$ cat src/rtl/coreaxitoahbl_rd_xfer_sched_if.sv
// Handshake bundle between the AXI read-address decode, the read-transfer scheduler
// and the AHB master control FSM. The scheduler connects through the slave modport.
interface coreaxitoahbl_rd_xfer_sched_if;
    logic       cmd_valid;
    logic       cmd_ready;
    logic [2:0] cmd_offset;
    logic [3:0] cmd_len;
    logic [7:0] total_bytes;
    logic       xfer_valid;
    logic       xfer_ready;
    logic [2:0] xfer_bytes;
    logic       xfer_first;
    logic       xfer_last;
    logic       rsp_valid;
    logic       busy;
    logic       done;
    logic       proto_err;

    modport slave (
        input  cmd_valid, cmd_offset, cmd_len, xfer_ready, rsp_valid,
        output cmd_ready, total_bytes, xfer_valid, xfer_bytes, xfer_first, xfer_last,
        output busy, done, proto_err
    );

    modport master (
        output cmd_valid, cmd_offset, cmd_len, xfer_ready, rsp_valid,
        input  cmd_ready, total_bytes, xfer_valid, xfer_bytes, xfer_first, xfer_last,
        input  busy, done, proto_err
    );
endinterface

$ cat src/rtl/coreaxitoahbl_rd_xfer_sched.sv
// Read-transfer scheduler: sizes one AXI read command and splits it into AHB
// word-or-smaller transfer requests, throttled by an outstanding-response limit.
module coreaxitoahbl_rd_xfer_sched #(
    parameter int AXI_DWIDTH      = 64,
    parameter int MAX_OUTSTANDING = 2
) (
    input  logic                               ACLK,
    input  logic                               ARESETN,
    coreaxitoahbl_rd_xfer_sched_if.slave       bus
);

    localparam int         BYTES    = AXI_DWIDTH / 8;
    localparam logic [2:0] OFF_MASK = 3'(BYTES - 1);
    localparam logic [2:0] MAX_OUT  = 3'(MAX_OUTSTANDING);

    typedef enum logic [2:0] {
        IDLE  = 3'd0,
        CALC  = 3'd1,
        ISSUE = 3'd2,
        DRAIN = 3'd3,
        DONE  = 3'd4
    } stateT;

    stateT      stateQ;
    stateT      stateD;
    logic [2:0] offQ;
    logic [3:0] lenQ;
    logic [7:0] totalBytesQ;
    logic [7:0] remainingQ;
    logic [2:0] outstandingQ;
    logic       firstPendQ;
    logic       protoErrQ;

    logic [7:0] lenPlusOne;
    logic [7:0] beatBytes;
    logic [7:0] calcTotal;
    logic [2:0] headBytes;
    logic [2:0] chunkBytes;
    logic       xferValid;
    logic       issue;
    logic       rspOk;
    logic       rspErr;

    // Valid bytes per beat shrink by the start offset on every beat of the burst.
    assign lenPlusOne = 8'(lenQ) + 8'd1;
    assign beatBytes  = 8'(BYTES) - 8'(offQ);
    assign calcTotal  = lenPlusOne * beatBytes;

    always_comb begin
        // NOTE: every output of this block gets a default first, so no path can infer a latch.
        stateD     = stateQ;
        headBytes  = 3'd4;
        if (firstPendQ && (offQ[1:0] != 2'd0)) begin
            headBytes = 3'd4 - {1'b0, offQ[1:0]};
        end
        chunkBytes = (remainingQ < {5'd0, headBytes}) ? remainingQ[2:0] : headBytes;
        xferValid  = (stateQ == ISSUE) && (remainingQ != 8'd0) && (outstandingQ < MAX_OUT);
        issue      = xferValid && bus.xfer_ready;
        rspOk      = bus.rsp_valid && (outstandingQ != 3'd0);
        rspErr     = bus.rsp_valid && (outstandingQ == 3'd0);

        unique case (stateQ)
            IDLE:  if (bus.cmd_valid) stateD = CALC;
            CALC:  stateD = ISSUE;
            ISSUE: if (issue && ({5'd0, chunkBytes} == remainingQ)) stateD = DRAIN;
            DRAIN: if (outstandingQ == 3'd0) stateD = DONE;
            DONE:  stateD = IDLE;
            default: stateD = IDLE;
        endcase
    end

    always_ff @(posedge ACLK or negedge ARESETN) begin
        if (!ARESETN) begin
            stateQ       <= IDLE;
            offQ         <= 3'd0;
            lenQ         <= 4'd0;
            totalBytesQ  <= 8'd0;
            remainingQ   <= 8'd0;
            outstandingQ <= 3'd0;
            firstPendQ   <= 1'b0;
            protoErrQ    <= 1'b0;
        end else begin
            // NOTE: non-blocking assignments so every register samples pre-edge values.
            stateQ    <= stateD;
            protoErrQ <= rspErr;

            if ((stateQ == IDLE) && bus.cmd_valid) begin
                offQ <= bus.cmd_offset & OFF_MASK;
                lenQ <= bus.cmd_len;
            end

            if (stateQ == CALC) begin
                totalBytesQ <= calcTotal;
                remainingQ  <= calcTotal;
                firstPendQ  <= 1'b1;
            end else if (issue) begin
                remainingQ <= remainingQ - {5'd0, chunkBytes};
                firstPendQ <= 1'b0;
            end

            // A stray response with nothing outstanding is flagged and otherwise dropped.
            unique case ({issue, rspOk})
                2'b10:   outstandingQ <= outstandingQ + 3'd1;
                2'b01:   outstandingQ <= outstandingQ - 3'd1;
                default: outstandingQ <= outstandingQ;
            endcase
        end
    end

    assign bus.cmd_ready   = (stateQ == IDLE);
    assign bus.busy        = (stateQ != IDLE);
    assign bus.done        = (stateQ == DONE);
    assign bus.proto_err   = protoErrQ;
    assign bus.total_bytes = totalBytesQ;
    assign bus.xfer_valid  = xferValid;
    assign bus.xfer_bytes  = chunkBytes;
    assign bus.xfer_first  = (stateQ == ISSUE) && firstPendQ;
    assign bus.xfer_last   = (stateQ == ISSUE) && ({5'd0, chunkBytes} == remainingQ);

endmodule

$ cat src/flat_wrapper.sv
// flat-port wrapper written by rule: the top's interface ports become plain ports
module coreaxitoahbl_rd_xfer_sched_flat 
#(
    parameter int AXI_DWIDTH      = 64,
    parameter int MAX_OUTSTANDING = 2
)
  (ACLK, ARESETN, bus_cmd_valid, bus_cmd_offset, bus_cmd_len, bus_xfer_ready, bus_rsp_valid, bus_cmd_ready, bus_total_bytes, bus_xfer_valid, bus_xfer_bytes, bus_xfer_first, bus_xfer_last, bus_busy, bus_done, bus_proto_err);
  coreaxitoahbl_rd_xfer_sched_if bus_i ();
  input  logic ACLK;
  input  logic ARESETN;
  input wire logic [$bits(bus_i.cmd_valid)-1:0] bus_cmd_valid;
  input wire logic [$bits(bus_i.cmd_offset)-1:0] bus_cmd_offset;
  input wire logic [$bits(bus_i.cmd_len)-1:0] bus_cmd_len;
  input wire logic [$bits(bus_i.xfer_ready)-1:0] bus_xfer_ready;
  input wire logic [$bits(bus_i.rsp_valid)-1:0] bus_rsp_valid;
  output wire logic [$bits(bus_i.cmd_ready)-1:0] bus_cmd_ready;
  output wire logic [$bits(bus_i.total_bytes)-1:0] bus_total_bytes;
  output wire logic [$bits(bus_i.xfer_valid)-1:0] bus_xfer_valid;
  output wire logic [$bits(bus_i.xfer_bytes)-1:0] bus_xfer_bytes;
  output wire logic [$bits(bus_i.xfer_first)-1:0] bus_xfer_first;
  output wire logic [$bits(bus_i.xfer_last)-1:0] bus_xfer_last;
  output wire logic [$bits(bus_i.busy)-1:0] bus_busy;
  output wire logic [$bits(bus_i.done)-1:0] bus_done;
  output wire logic [$bits(bus_i.proto_err)-1:0] bus_proto_err;
  assign bus_i.cmd_valid = bus_cmd_valid;
  assign bus_i.cmd_offset = bus_cmd_offset;
  assign bus_i.cmd_len = bus_cmd_len;
  assign bus_i.xfer_ready = bus_xfer_ready;
  assign bus_i.rsp_valid = bus_rsp_valid;
  assign bus_cmd_ready = bus_i.cmd_ready;
  assign bus_total_bytes = bus_i.total_bytes;
  assign bus_xfer_valid = bus_i.xfer_valid;
  assign bus_xfer_bytes = bus_i.xfer_bytes;
  assign bus_xfer_first = bus_i.xfer_first;
  assign bus_xfer_last = bus_i.xfer_last;
  assign bus_busy = bus_i.busy;
  assign bus_done = bus_i.done;
  assign bus_proto_err = bus_i.proto_err;
  coreaxitoahbl_rd_xfer_sched #(.AXI_DWIDTH(AXI_DWIDTH), .MAX_OUTSTANDING(MAX_OUTSTANDING)) u_core (.ACLK(ACLK), .ARESETN(ARESETN), .bus(bus_i));
endmodule
$ cat config.mk
export PLATFORM = sky130hd
export DESIGN_NAME = coreaxitoahbl_rd_xfer_sched_flat
export DESIGN_NICKNAME = d
export VERILOG_FILES = /design/src/rtl/coreaxitoahbl_rd_xfer_sched_if.sv /design/src/rtl/coreaxitoahbl_rd_xfer_sched.sv /design/src/flat_wrapper.sv
export SDC_FILE = /design/constraint.sdc
export NUM_CORES = 1
export LEC_CHECK = 0
export ABC_AREA = 1
export BUFFER_PORTS_ARGS = -buffer_cell sky130_fd_sc_hd__clkbuf_2
export CAP_MARGIN = 15
export CORE_MARGIN = 3
export CORE_UTILIZATION = 36
export CTS_BUF_LIST = sky130_fd_sc_hd__clkbuf_2
export CTS_CLUSTER_DIAMETER = 200
export CTS_CLUSTER_SIZE = 12
export DETAILED_ROUTE_END_ITERATION = 16
export GPL_TIMING_DRIVEN = 0
export PLACE_DENSITY_LB_ADDON = 0.3
export SKIP_CTS_REPAIR_TIMING = 1
export SLEW_MARGIN = 20
export SYNTH_ARGS = -nofsm -noshare
export SYNTH_HDL_FRONTEND = slang
export SYNTH_SLANG_ARGS = --single-unit
$ cat constraint.sdc
create_clock -name ACLK -period 4.2 [get_ports ACLK]
set_input_delay 0.84 -clock ACLK [delete_from_list [all_inputs] [get_ports ACLK]]
set_output_delay 0.84 -clock ACLK [all_outputs]
set_load 0.02 [all_outputs]
After elaboration in Yosys (flattened, before gate mapping)

Cells that the tools add are included.

$lt $le $gt $ge: 2
Multipliers: 1
Equal/unequal tests: 10
Muxes and demuxes: 11
Add/subtract/negate cells: 6
Reduce and logical (&&, ||, !) cells: 19

Operator list:

| operator              | count |
|---|---|
| $mux W8               | 2 |
| $mux W3               | 5 |
| $pmux W3 S4           | 1 |
| $logic_and A1 B1 Y1   | 10 |
| $eq A3 B8 Y1          | 1 |
| $lt A8 B3 Y1          | 1 |
| $mul A8 B8 Y8         | 1 |
| $reduce_bool A8 Y1    | 1 |
| $sub A8 B3 Y8         | 1 |
| $eq A3 B2 Y1 const B  | 2 |
| $logic_not A3 Y1      | 2 |
| $pmux W3 S2           | 1 |
| $reduce_bool A2 Y1    | 3 |
| $reduce_bool A3 Y1    | 2 |
| $add A4 B1 Y5 const B | 1 |
| $sub A4 B3 Y5 const A | 1 |
| $ne A2 B2 Y1 const B  | 2 |
| $add A3 B1 Y3 const B | 1 |
| $eq A3 B1 Y1 const B  | 1 |
| $eq A3 B3 Y1 const B  | 1 |
| $lt A3 B2 Y1 const B  | 1 |
| $reduce_and A3 Y1     | 1 |
| $sub A3 B1 Y3 const B | 1 |
| $sub A3 B2 Y3 const A | 1 |
| other kinds (4)       | 5 |

Output and inout bits: 18
Logic and storage cells: 57
Bits of input ports: 12
Register bits after elaboration: 31

Logic depth before layout (Yosys ltp)

Gate-level depths: netlist of the first run.

Depth in word-level cells: 9
Depth in mapped cells: 20
Mapped depth without buffers: 20

Worst setup path before layout of the first run

Ideal clock, no wire load.

Path type: register to register
From: reg u_core.offQ[0]
To: reg u_core.remainingQ[5]
Library setup time: 121 ps
Setup slack: 652 ps
Stages on the path, launching flop included: 18
Data required time: 4079 ps
Arrival: 3426 ps
Clock period less this slack: 3548 ps
Cells stage by stage: dfrtp_1 -> inv_1 -> ha_1 -> xor2_1 -> or2_2 -> fa_1 -> inv_1 -> fa_1 -> ha_1 -> ha_1 -> nand2_1 -> nand2_1 -> inv_1 -> o21ai_0 -> o21ai_0 -> o21ai_0 -> nand2_1 -> nand2_1

Word-level cells in the longest chain between the ends: 8

RTL lines:

| element                                                              | line                              | RTL |
|---|---|---|
| start: declaration                                                   | coreaxitoahbl_rd_xfer_sched.sv:26 | `logic [2:0] offQ;` |
| start signal: assignment                                             | coreaxitoahbl_rd_xfer_sched.sv:88 | `offQ <= bus.cmd_offset & OFF_MASK;` |
| parallel branches: the longest is 7 deep, another holds $lt A8 B3 Y1 | n/a                               |  |
| $mux W8 (*)                                                          | coreaxitoahbl_rd_xfer_sched.sv:92 | `if (stateQ == CALC) begin` |
| end signal: assignment                                               | coreaxitoahbl_rd_xfer_sched.sv:94 | `remainingQ <= calcTotal;` |
| end signal: assignment                                               | coreaxitoahbl_rd_xfer_sched.sv:97 | `remainingQ <= remainingQ - {5'd0, chunkBytes};` |
| end: declaration                                                     | coreaxitoahbl_rd_xfer_sched.sv:29 | `logic [7:0] remainingQ;` |

Mark *: on every way between the ends. The select of a mux whose other input is x is not followed.
A chain may end at the register's enable or synchronous reset.

Final worst setup path of the first run

From: reg u_core.lenQ[0]
To: reg u_core.remainingQ[5]

Word-level cells in the longest chain between the ends: 3

RTL lines:

| element                  | line                              | RTL |
|---|---|---|
| start: declaration       | coreaxitoahbl_rd_xfer_sched.sv:27 | `logic [3:0] lenQ;` |
| start signal: assignment | coreaxitoahbl_rd_xfer_sched.sv:89 | `lenQ <= bus.cmd_len;` |
| $add A4 B1 Y5            | coreaxitoahbl_rd_xfer_sched.sv:45 | `assign lenPlusOne = 8'(lenQ) + 8'd1;` |
| $mul A8 B8 Y8            | coreaxitoahbl_rd_xfer_sched.sv:47 | `assign calcTotal = lenPlusOne * beatBytes;` |
| $mux W8                  | coreaxitoahbl_rd_xfer_sched.sv:92 |  |

No other way between the ends.

==> results of run 1 <==
[state kept, by name, indices dropped and copies added (netlist names)]
| signal | flops |
|---|---|
| u_core.bus.total_bytes | 8 |
| u_core.remainingQ | 8 |
| u_core.lenQ | 4 |
| u_core.offQ | 3 |
| u_core.outstandingQ | 3 |
| u_core.stateQ | 3 |
| u_core.bus.proto_err | 1 |
| u_core.firstPendQ | 1 |
[cells in the mapped netlist (all sizes together)]
master	number	area share, %
fa	7	5.9
mux2	4	1.9
nor2	47	7.6
ha	24	13
o211ai	2	0.63
nor3	4	1.3
nand3	12	2.7
a21oi	8	1.7
or2	3	0.79
buf	2	0.95
nor4	1	0.26
xor2	4	1.5
inv	51	8.1
dfrtp	31	33
o21ai	18	4.0
xnor2	1	0.37
and2	1	0.26
nand4	3	0.79
nand2	89	14
clkbuf	1	0.16
nand3b	2	0.63
a31oi	3	0.79
[layer usage]
metal | up-vias | part of all wire, % | track usage [%] | wire length, um
li1 | 1073 | - | - | -
met1 | 932 | 50 | 20.3 | 2440
met2 | 41 | 45 | 22.6 | 2220
met3 | 2 | 4.5 | 3.03 | 220
met4 | 0 | 0.51 | 4.18 | 25
met5 | - | 0 | 0 | 0
[kinds of logic after synthesis]
logic type      count (synthesis)
xor+xnor                        5
mux                             4
fa+ha+maj                      31
flops                          31
compound gates                 31
simple gates                  162
buf+inv                        54
[per-stage QoR]
step                setup WS, ns  hold slack, ns  utilization, %
detailed placement         0.258           0.467            42.6
floorplan                  0.652           0.450               -
finish                     0.375           0.494            43.8
CTS                       0.0962           0.504            43.3
global placement           0.278           0.455            42.6
global route             0.00125           0.537            43.8
[how the worst max path moves through the flow]
stage | slack [ns] | cells after the start | to
2_1_floorplan | 0.65 | 17 | u_core.remainingQ[5]
3_3_place_gp | 0.28 | 17 | u_core.remainingQ[5]
3_5_place_dp | 0.26 | 17 | u_core.remainingQ[5]
4_1_cts | 0.1 | 17 | bus_xfer_last
5_1_grt | 0.001 | 17 | bus_xfer_last
6_report | 0.37 | 17 | u_core.remainingQ[5]
[layout make-up]
class | instances | area (um2)
Buffer | 3 | 26.3
Clock buffer | 6 | 30.0
Clock inverter | 2 | 12.5
Fill cell | 635 | 3450
Inverter | 51 | 191
Multi-Input combinational cell | 233 | 1390
Sequential cell | 31 | 776
Tap cell | 75 | 93.8
Timing Repair Buffer | 32 | 168
[worst max-delay path, cell delays in order (launching register included)]
cell and delay (ns):
dfrtp_1 0.50, ha_1 0.26, xor2_1 0.15, inv_1 0.09
or2_2 0.28, fa_1 0.49, inv_1 0.06, fa_1 0.47
ha_1 0.30, ha_1 0.34, nand2_1 0.09, nand2_1 0.06
inv_1 0.05, o21ai_0 0.09, o21ai_0 0.27, o21ai_0 0.14
nand2_1 0.08, nand2_1 0.04
==> run_results.csv, run 1 <==
group,metric,value,unit
global_routing,grt_antenna_before_repair,0,
worst_hold_path,worst_hold_startpoint,"u_core.bus.total_bytes[2]",
floorplan,die_span_x,87.2,um
critical_path,startpoint_type,"flip-flop",
worst_hold_path,min_delay_path_depth,2,
finish,area_delta_synth_final,13.1,%
cts,cts_htree_levels,2,
synthesis,yosys.area_share.adder,18.6,%
synthesis,post_synth_xor_area_fraction,1.85,%
finish,stdcell_area,2680,um2
place,detailed_place.area,2610,um2
finish,mostFrequentLayoutCells,"nand2_1 (87), inv_1 (49), nor2_1 (45), clkbuf_2 (35), dfrtp_1 (31)",
cts,cts_num_sinks,31,
floorplan,chipHeight,87.2,um
timing,worstMarginPinSlew,0.786,ns
global_routing,grt_first_pass_wirelength,8760,um
critical_path,number_of_cells_on_the_worst_reg_to_reg_path,17,
critical_path,timing.setup.critical_path_class,"reg2reg",
critical_path,timing.rr.end,"u_core.remainingQ[5]",
synthesis,synth_mux_area_share,1.90,%
synthesis,synth-compound-area-share,7.07,%
global_routing,grt_start_max_net_pins,32,
timing,timing_hold_violations_final,0,
floorplan,core_area,6130,um2
run_status,run_status,"finished clean",
timing,totalNegativeSetupSlack,0,ns
floorplan,floorplan.initialDensity,38.7,%
floorplan,row_count,28,
synthesis,post_synth_num_cell_types,30,
critical_path,crit_path_end_kind,"flip-flop",
critical_path,regToRegSetupSlack,0.37,ns
timing,max_slew_margin,47.6,%
cts,tritoncts.num_buffers,5,
global_routing,grt_pass1_vias,1992,
finish,layout_commonest_cell,"nand2_1",
synthesis,synth_area,2370,um2
synthesis,synth-seq-area-share,32.7,%
finish,finalNetCount,400,
cts,clock_path_buffers,2,
global_routing,global_route.usage.total,14.5,%
route,drc_errors,0,
critical_path,worst-endpoint-arrival,4.11,ns
place,port-buffer-count,29,
timing,fin_skew,0.00964,ns
finish,drive_gt1_share,16.2,%
route,via_per_inst,4.73,
timing,layout_min_cycle_time,3.83,ns
synthesis,flop_and_latch_count_out_of_synthesis,31,
synthesis,synth_cells,318,
route,routed_wire_length_per_instance,11.3,um
synthesis,syn_nets,361,
worst_hold_path,holdCritPathClass,"reg2reg",
timing,fmax,261,MHz
floorplan,design.die.area,7600,um2
timing,timing.final.setup_violations,0,
critical_path,worst-path-max-fanout,7,
place,globalplace.congestion,0.794,
finish,antennaDiodeCount,0,
critical_path,timing.rr.start,"u_core.lenQ[0]",
critical_path,critical_path_required,4.48,ns
route,drt_first_pass_iters,4,
route,ant_nets,0,
worst_hold_path,worstHoldEndpoint,"u_core.bus.total_bytes[2]",
timing,layout_worst_path_cycle_share,91.1,%
cts,clk_root_buffer_cell,"clkbuf_2",
place,dp.final_hpwl,3980,um
floorplan,io_pins,30,
cts,cts.reportedPaths.clkPinSlew,0.17,ns
cts,insertion_delay,0.37,ns
finish,finish.cell_count_without_fillers,433,
place,post_place_cells,422,
synthesis,ys.warnings.count,0,
timing,final_max_slew_viol_count,0,
synthesis,largest_family_of_logic_cells_by_synthesized_area,"simple AND/OR/NAND/NOR gates",
global_routing,grt-ovfl-total,0,
route,routed_wirelength,4910,um
synthesis,post_synth_and_or_nand_nor_area_fraction,28.7,%
route,num_vias,2048,
flow_run,cap_violations,0,
cts,tritoncts_clock_tree,"yes",
critical_path,critPathLaunch,"u_core.lenQ[0]",
route,drt-initial-drc-count,97,
synthesis,postSynthAreaPerCell,7.46,um2
timing,rsz0062_at_grt,"no",
Power of run 1 is left out: the tool's default activity adds up to more than one toggle a clock period on the data nets, which glitch-free logic cannot reach.
==> inputs of run 2 (changes only) <==
--- a/config.mk
+++ b/config.mk
@@ -9,10 +9,10 @@
 export BUFFER_PORTS_ARGS = -buffer_cell sky130_fd_sc_hd__clkbuf_2
 export CAP_MARGIN = 15
 export CORE_MARGIN = 3
-export CORE_UTILIZATION = 36
+export CORE_UTILIZATION = 30
 export CTS_BUF_LIST = sky130_fd_sc_hd__clkbuf_2
 export CTS_CLUSTER_DIAMETER = 200
-export CTS_CLUSTER_SIZE = 12
+export CTS_CLUSTER_SIZE = 10
 export DETAILED_ROUTE_END_ITERATION = 16
 export GPL_TIMING_DRIVEN = 0
 export PLACE_DENSITY_LB_ADDON = 0.3
==> run 2 against run 1 <==
Net effect:
- wire length increased by 2.9%
- cell area increased by 0.98%
- worst hold slack improved by 0.00077 ns
- core utilization decreased by 7.4 points
- register-to-register slack improved by 0.03 ns
- clock skew increased by 0.0056 ns
- sequential share of layout area decreased by 0.28 points
- non-clock buffer count decreased by 1
- die area increased by 19%
- via count increased by 0.59%
- critical path type is now reg2out
- largest cell class unchanged
- highest routed layer unchanged
==> run_results.csv, run 2 (synthesis results as in run 1) <==
group,metric,value,unit
run_status,run_status,"finished clean",
finish,mostFrequentLayoutCells,"nand2_1 (87), inv_1 (49), nor2_1 (45), clkbuf_2 (35), dfrtp_1 (31)",
flow_run,cap_violations,0,
route,routed_wire_length_per_instance,11.1,um
timing,max_slew_margin,46.1,%
cts,tritoncts_clock_tree,"yes",
critical_path,kind_of_cell_adding_the_most_delay_to_the_critical_path,"adder cells",
critical_path,timing.rr.start,"u_core.offQ[0]",
timing,timing.final.setup_violations,0,
critical_path,critical_path_required,3.36,ns
route,drt-initial-drc-count,63,
timing,timing_hold_violations_final,0,
floorplan,floorplan.initialDensity,31.9,%
route,drt_first_pass_iters,4,
finish,fillerInstances,836,
critical_path,critical_path.slowest_cell,"dfrtp_1",
timing,worstMarginPinSlew,0.809,ns
worst_hold_path,holdCritPathClass,"reg2reg",
timing,fin_skew,0.0152,ns
route,num_vias,2060,
timing,layout_min_cycle_time,3.89,ns
finish,finish.cell_count_without_fillers,456,
floorplan,core_area,7450,um2
timing,rsz0062_at_grt,"no",
global_routing,grt_first_pass_wirelength,8750,um
floorplan,design.die.area,9010,um2
critical_path,crit_path_end_kind,"primary output",
cts,clk_root_buffer_cell,"clkbuf_2",
timing,layout_worst_path_cycle_share,92.6,%
critical_path,regToRegSetupSlack,0.40,ns
critical_path,worst-endpoint-arrival,3.05,ns
timing,final.hold.worst_slack,0.495,ns
finish,area_delta_synth_final,14.2,%
cts,clock_path_buffers,2,
floorplan,chipHeight,94.9,um
global_routing,global_route.usage.total,12.3,%
critical_path,cpPeakStageDelay,0.46,ns
global_routing,grt_start_max_net_pins,32,
critical_path,cpMostUsedCell,"nand2_1",
finish,seq_area,776,um2
place,globalplace.congestion,0.844,
place,port-buffer-count,29,
finish,antennaDiodeCount,0,
worst_hold_path,worstHoldEndpoint,"u_core.bus.total_bytes[2]",
critical_path,timing.setup.critical_path_class,"reg2out",
place,dp.final_hpwl,4060,um
floorplan,io_pins,30,
global_routing,grt-ovfl-total,0,
route,ant_nets,0,
floorplan,row_count,31,
finish,layout_commonest_cell,"nand2_1",
route,drc_errors,0,
route,routed_wirelength,5050,um
critical_path,number_of_cells_on_the_worst_reg_to_reg_path,16,
finish,finalNetCount,399,
critical_path,path_buf_inv,3,
critical_path,crit_path_cell_trace,"inv_2, ha_2, nand2_1, ha_1, o21ai_0, nand2_1, nand2_1, nand2_1, nand2_1, o21ai_1, ha_1, nand2_1, inv_1, nand4_1, nor2_1, clkbuf_2",
critical_path,timing.rr.end,"u_core.remainingQ[5]",
cts,insertion_delay,0.36,ns
critical_path,startpoint_type,"flip-flop",
cts,cts_num_sinks,31,
timing,fmax,257,MHz
timing,totalNegativeSetupSlack,0,ns
global_routing,grt_pass1_vias,1912,
global_routing,grt_antenna_before_repair,0,
worst_hold_path,worst_hold_startpoint,"u_core.bus.total_bytes[2]",
finish,drive_gt1_share,16.2,%
finish,multi_input_area,1390,um2
timing,final_max_slew_viol_count,0,
route,via_per_inst,4.52,
cts,cts.reportedPaths.clkPinSlew,0.17,ns
place,post_place_cells,446,
cts,cts_htree_levels,2,
cts,tritoncts.num_buffers,5,
critical_path,worst-path-max-fanout,6,
worst_hold_path,min_delay_path_depth,2,
floorplan,die_span_x,94.9,um
## run 2: cell count changes in the layout (fill, tap and decap cells not counted), sizes merged
cell | previous run | this run
buf | 5 | 4
## run 2: worst max-delay path by stage
stage,startpoint,to,depth (start not counted)
2_1_floorplan,u_core.offQ[0],u_core.remainingQ[5],17
3_3_place_gp,u_core.offQ[0],u_core.remainingQ[5],17
5_1_grt,u_core.offQ[0],bus_xfer_last,17
4_1_cts,u_core.offQ[0],bus_xfer_last,16
6_report,u_core.offQ[0],bus_xfer_last,16
3_5_place_dp,u_core.offQ[0],u_core.remainingQ[5],17
## run 2: tightest hold or removal path, stage by stage (launching register included)
cell,delay [ns]
dfrtp_1,0.38
nand2_1,0.05
nand2_1,0.04
## run 2: final cells by class
type                            instances  area share, %
Buffer                                  3          0.970
Clock buffer                            6           1.11
Clock inverter                          2          0.462
Inverter                               51           7.06
Multi-Input combinational cell        233           51.3
Sequential cell                        31           28.6
Tap cell                               99           4.57
Timing Repair Buffer                   31           5.91
## run 2: metrics by stage
step	setup slack, ns	util [%]	instance area [um2]
2_1_floorplan	0.652	-	2370
3_3_place_gp	0.257	35.5	2640
3_5_place_dp	0.230	35.5	2640
4_1_cts	0.0635	36.0	2680
5_1_grt	0.00464	36.4	2710
6_report	0.312	36.4	2710
## run 2: per-layer routing
metal,vias to the layer above,global-route usage (%),part of all wire (%)
met1,944,17.2,50
met3,5,2.95,4.6
met4,0,3.25,0.85
met2,36,18.9,44
met5,-,0,0
li1,1075,-,-
Power of run 2 is left out for the same reason.
==> inputs of run 3 (changes only) <==
--- a/config.mk
+++ b/config.mk
@@ -8,7 +8,7 @@
 export ABC_AREA = 1
 export BUFFER_PORTS_ARGS = -buffer_cell sky130_fd_sc_hd__clkbuf_2
 export CAP_MARGIN = 15
-export CORE_MARGIN = 3
+export CORE_MARGIN = 2
 export CORE_UTILIZATION = 30
 export CTS_BUF_LIST = sky130_fd_sc_hd__clkbuf_2
 export CTS_CLUSTER_DIAMETER = 200
==> run 3 against run 2 <==
Net effect:
- global-route usage grew 0.62 points
- largest cell class unchanged
- sequential share of layout area fell by 0.52 points
- clock-buffer cell count unchanged
- first-iteration DRC count down 9.5%
- die area is 4.2% lower
- wire length increased by 1.9%
- critical endpoint unchanged
- highest routed layer unchanged
- clock skew increased by 0.010 ns
- sequential cell count unchanged
- core utilization shrank 0.42 points
- maximum frequency grew 0.67%
==> run_results.csv, run 3 (synthesis results as in run 1) <==
group,metric,value,unit
floorplan,row_count,32,
global_routing,global_route.usage.total,12.9,%
run_status,run_status,"finished clean",
floorplan,io_pins,30,
cts,clock_path_buffers,2,
floorplan,chipHeight,92.9,um
critical_path,crit_path_cell_trace,"inv_2, ha_2, nor2_4, nand2_1, ha_1, o21ai_0, nand2_1, nand2_1, nand2_2, nand2_1, o21ai_1, ha_1, nand2_1, inv_1, nand4_1, nor2_1, clkbuf_2",
finish,finish.cell_count_without_fillers,459,
route,num_vias,2047,
route,routed_wirelength,5150,um
finish,fillerInstances,845,
critical_path,cpMostUsedCell,"nand2_1",
timing,worstMarginPinSlew,0.805,ns
critical_path,critPathLaunch,"u_core.offQ[0]",
finish,final_util,36.0,%
timing,layout_min_cycle_time,3.86,ns
timing,final.hold.worst_slack,0.496,ns
flow_run,cap_violations,0,
critical_path,timing.setup.critical_path_class,"reg2out",
place,dp.final_hpwl,4110,um
critical_path,critical_path.slowest_cell,"dfrtp_2",
route,drt-initial-drc-count,57,
cts,cts_htree_levels,2,
floorplan,core_area,7690,um2
route,drt_first_pass_iters,4,
worst_hold_path,holdCritPathClass,"reg2reg",
worst_hold_path,worst_hold_startpoint,"u_core.bus.total_bytes[2]",
finish,antennaDiodeCount,0,
global_routing,grt_pass1_vias,1953,
global_routing,grt_antenna_before_repair,0,
cts,tritoncts.num_buffers,5,
place,globalplace.congestion,0.789,
finish,layout_commonest_cell,"nand2_1",
timing,max_slew_margin,46.4,%
floorplan,floorplan.initialDensity,30.9,%
timing,timing_hold_violations_final,0,
finish,drive_gt1_share,16.8,%
floorplan,die_span_x,92.9,um
cts,insertion_delay,0.38,ns
floorplan,design.die.area,8640,um2
critical_path,cpPeakStageDelay,0.43,ns
finish,seq_area,777,um2
place,post_place_cells,449,
cts,cts_num_sinks,31,
finish,mostFrequentLayoutCells,"nand2_1 (86), inv_1 (49), nor2_1 (45), clkbuf_2 (35), dfrtp_1 (30)",
timing,fmax,259,MHz
timing,layout_worst_path_cycle_share,92.0,%
critical_path,startpoint_type,"flip-flop",
critical_path,worst-path-max-fanout,6,
finish,stdcell_area,2770,um2
timing,final_max_slew_viol_count,0,
timing,timing.final.setup_violations,0,
route,ant_nets,0,
finish,finalNetCount,399,
timing,fin_skew,0.0254,ns
critical_path,crit_path_end_kind,"primary output",
place,detailed_place.area,2650,um2
critical_path,worst-endpoint-arrival,3.02,ns
critical_path,timing.rr.start,"u_core.lenQ[0]",
finish,multi_input_area,1390,um2
route,routed_wire_length_per_instance,11.2,um
cts,tritoncts_clock_tree,"yes",
route,via_per_inst,4.46,
finish,area_delta_synth_final,16.6,%
place,port-buffer-count,29,
cts,cts.reportedPaths.clkPinSlew,0.19,ns
critical_path,critical_path_required,3.36,ns
global_routing,grt_start_max_net_pins,32,
global_routing,grt_first_pass_wirelength,8850,um
global_routing,grt-ovfl-total,0,
route,drc_errors,0,
cts,clk_root_buffer_cell,"clkbuf_2",
-- run 3: changes by cell type in the layout (fill, tap and decap cells not counted) --
| cell | before | now |
|---|---|---|
| nand2_2 | 2 | 3 |
| dfrtp_2 | 0 | 1 |
| clkinvlp_4 | 1 | 0 |
| o21ai_1 | 2 | 1 |
| dfrtp_1 | 31 | 30 |
| clkinv_2 | 1 | 0 |
| nand2_1 | 87 | 86 |
| bufinv_16 | 0 | 2 |
| o21ai_0 | 14 | 15 |
-- run 3: stage by stage --
| stage | setup slack (ns) | setup TNS (ns) |
|---|---|---|
| 2_1_floorplan | 0.652 | 0 |
| 3_3_place_gp | 0.301 | 0 |
| 3_5_place_dp | 0.282 | 0 |
| 4_1_cts | 0.0635 | 0 |
| 5_1_grt | -0.00801 | -0.00801 |
| 6_report | 0.338 | 0 |
-- run 3: worst max-delay path: cells and delay by family (launching register included) --
family	cells	cell delay, ns
buffers and inverters	3	0.31
and+or+nand+nor	9	0.90
adders and majority gates	3	0.82
DFF	1	0.43
AOI/OAI and AO/OA	2	0.17
-- run 3: cell type report --
type	instances	area share, %
Buffer	3	0.950
Clock buffer	6	1.09
Clock inverter	2	2.17
Inverter	51	6.92
Multi-Input combinational cell	233	50.4
Sequential cell	31	28.1
Tap cell	102	4.62
Timing Repair Buffer	31	5.79
-- run 3: worst paths after layout --
kind	endpoint	slack (ns)	cells after the start
max in group asynchronous	u_core.offQ[0]	3.15	1
min reg2reg	u_core.bus.total_bytes[2]	0.50	2
min in group asynchronous	u_core.remainingQ[2]	0.51	1
max	bus_xfer_last	0.34	17
min	u_core.bus.total_bytes[2]	0.50	2
max reg2reg	u_core.remainingQ[5]	0.35	17
-- run 3: per-layer routing --
layer,global-route usage [%],wire [um],vias up,part of all wire [%]
met5,0,0,-,0
li1,-,-,1078,-
met4,3.68,34,0,0.66
met3,2.69,203,4,3.9
met1,18.4,2690,931,52
met2,19.7,2220,34,43
Power of run 3 is left out for the same reason.
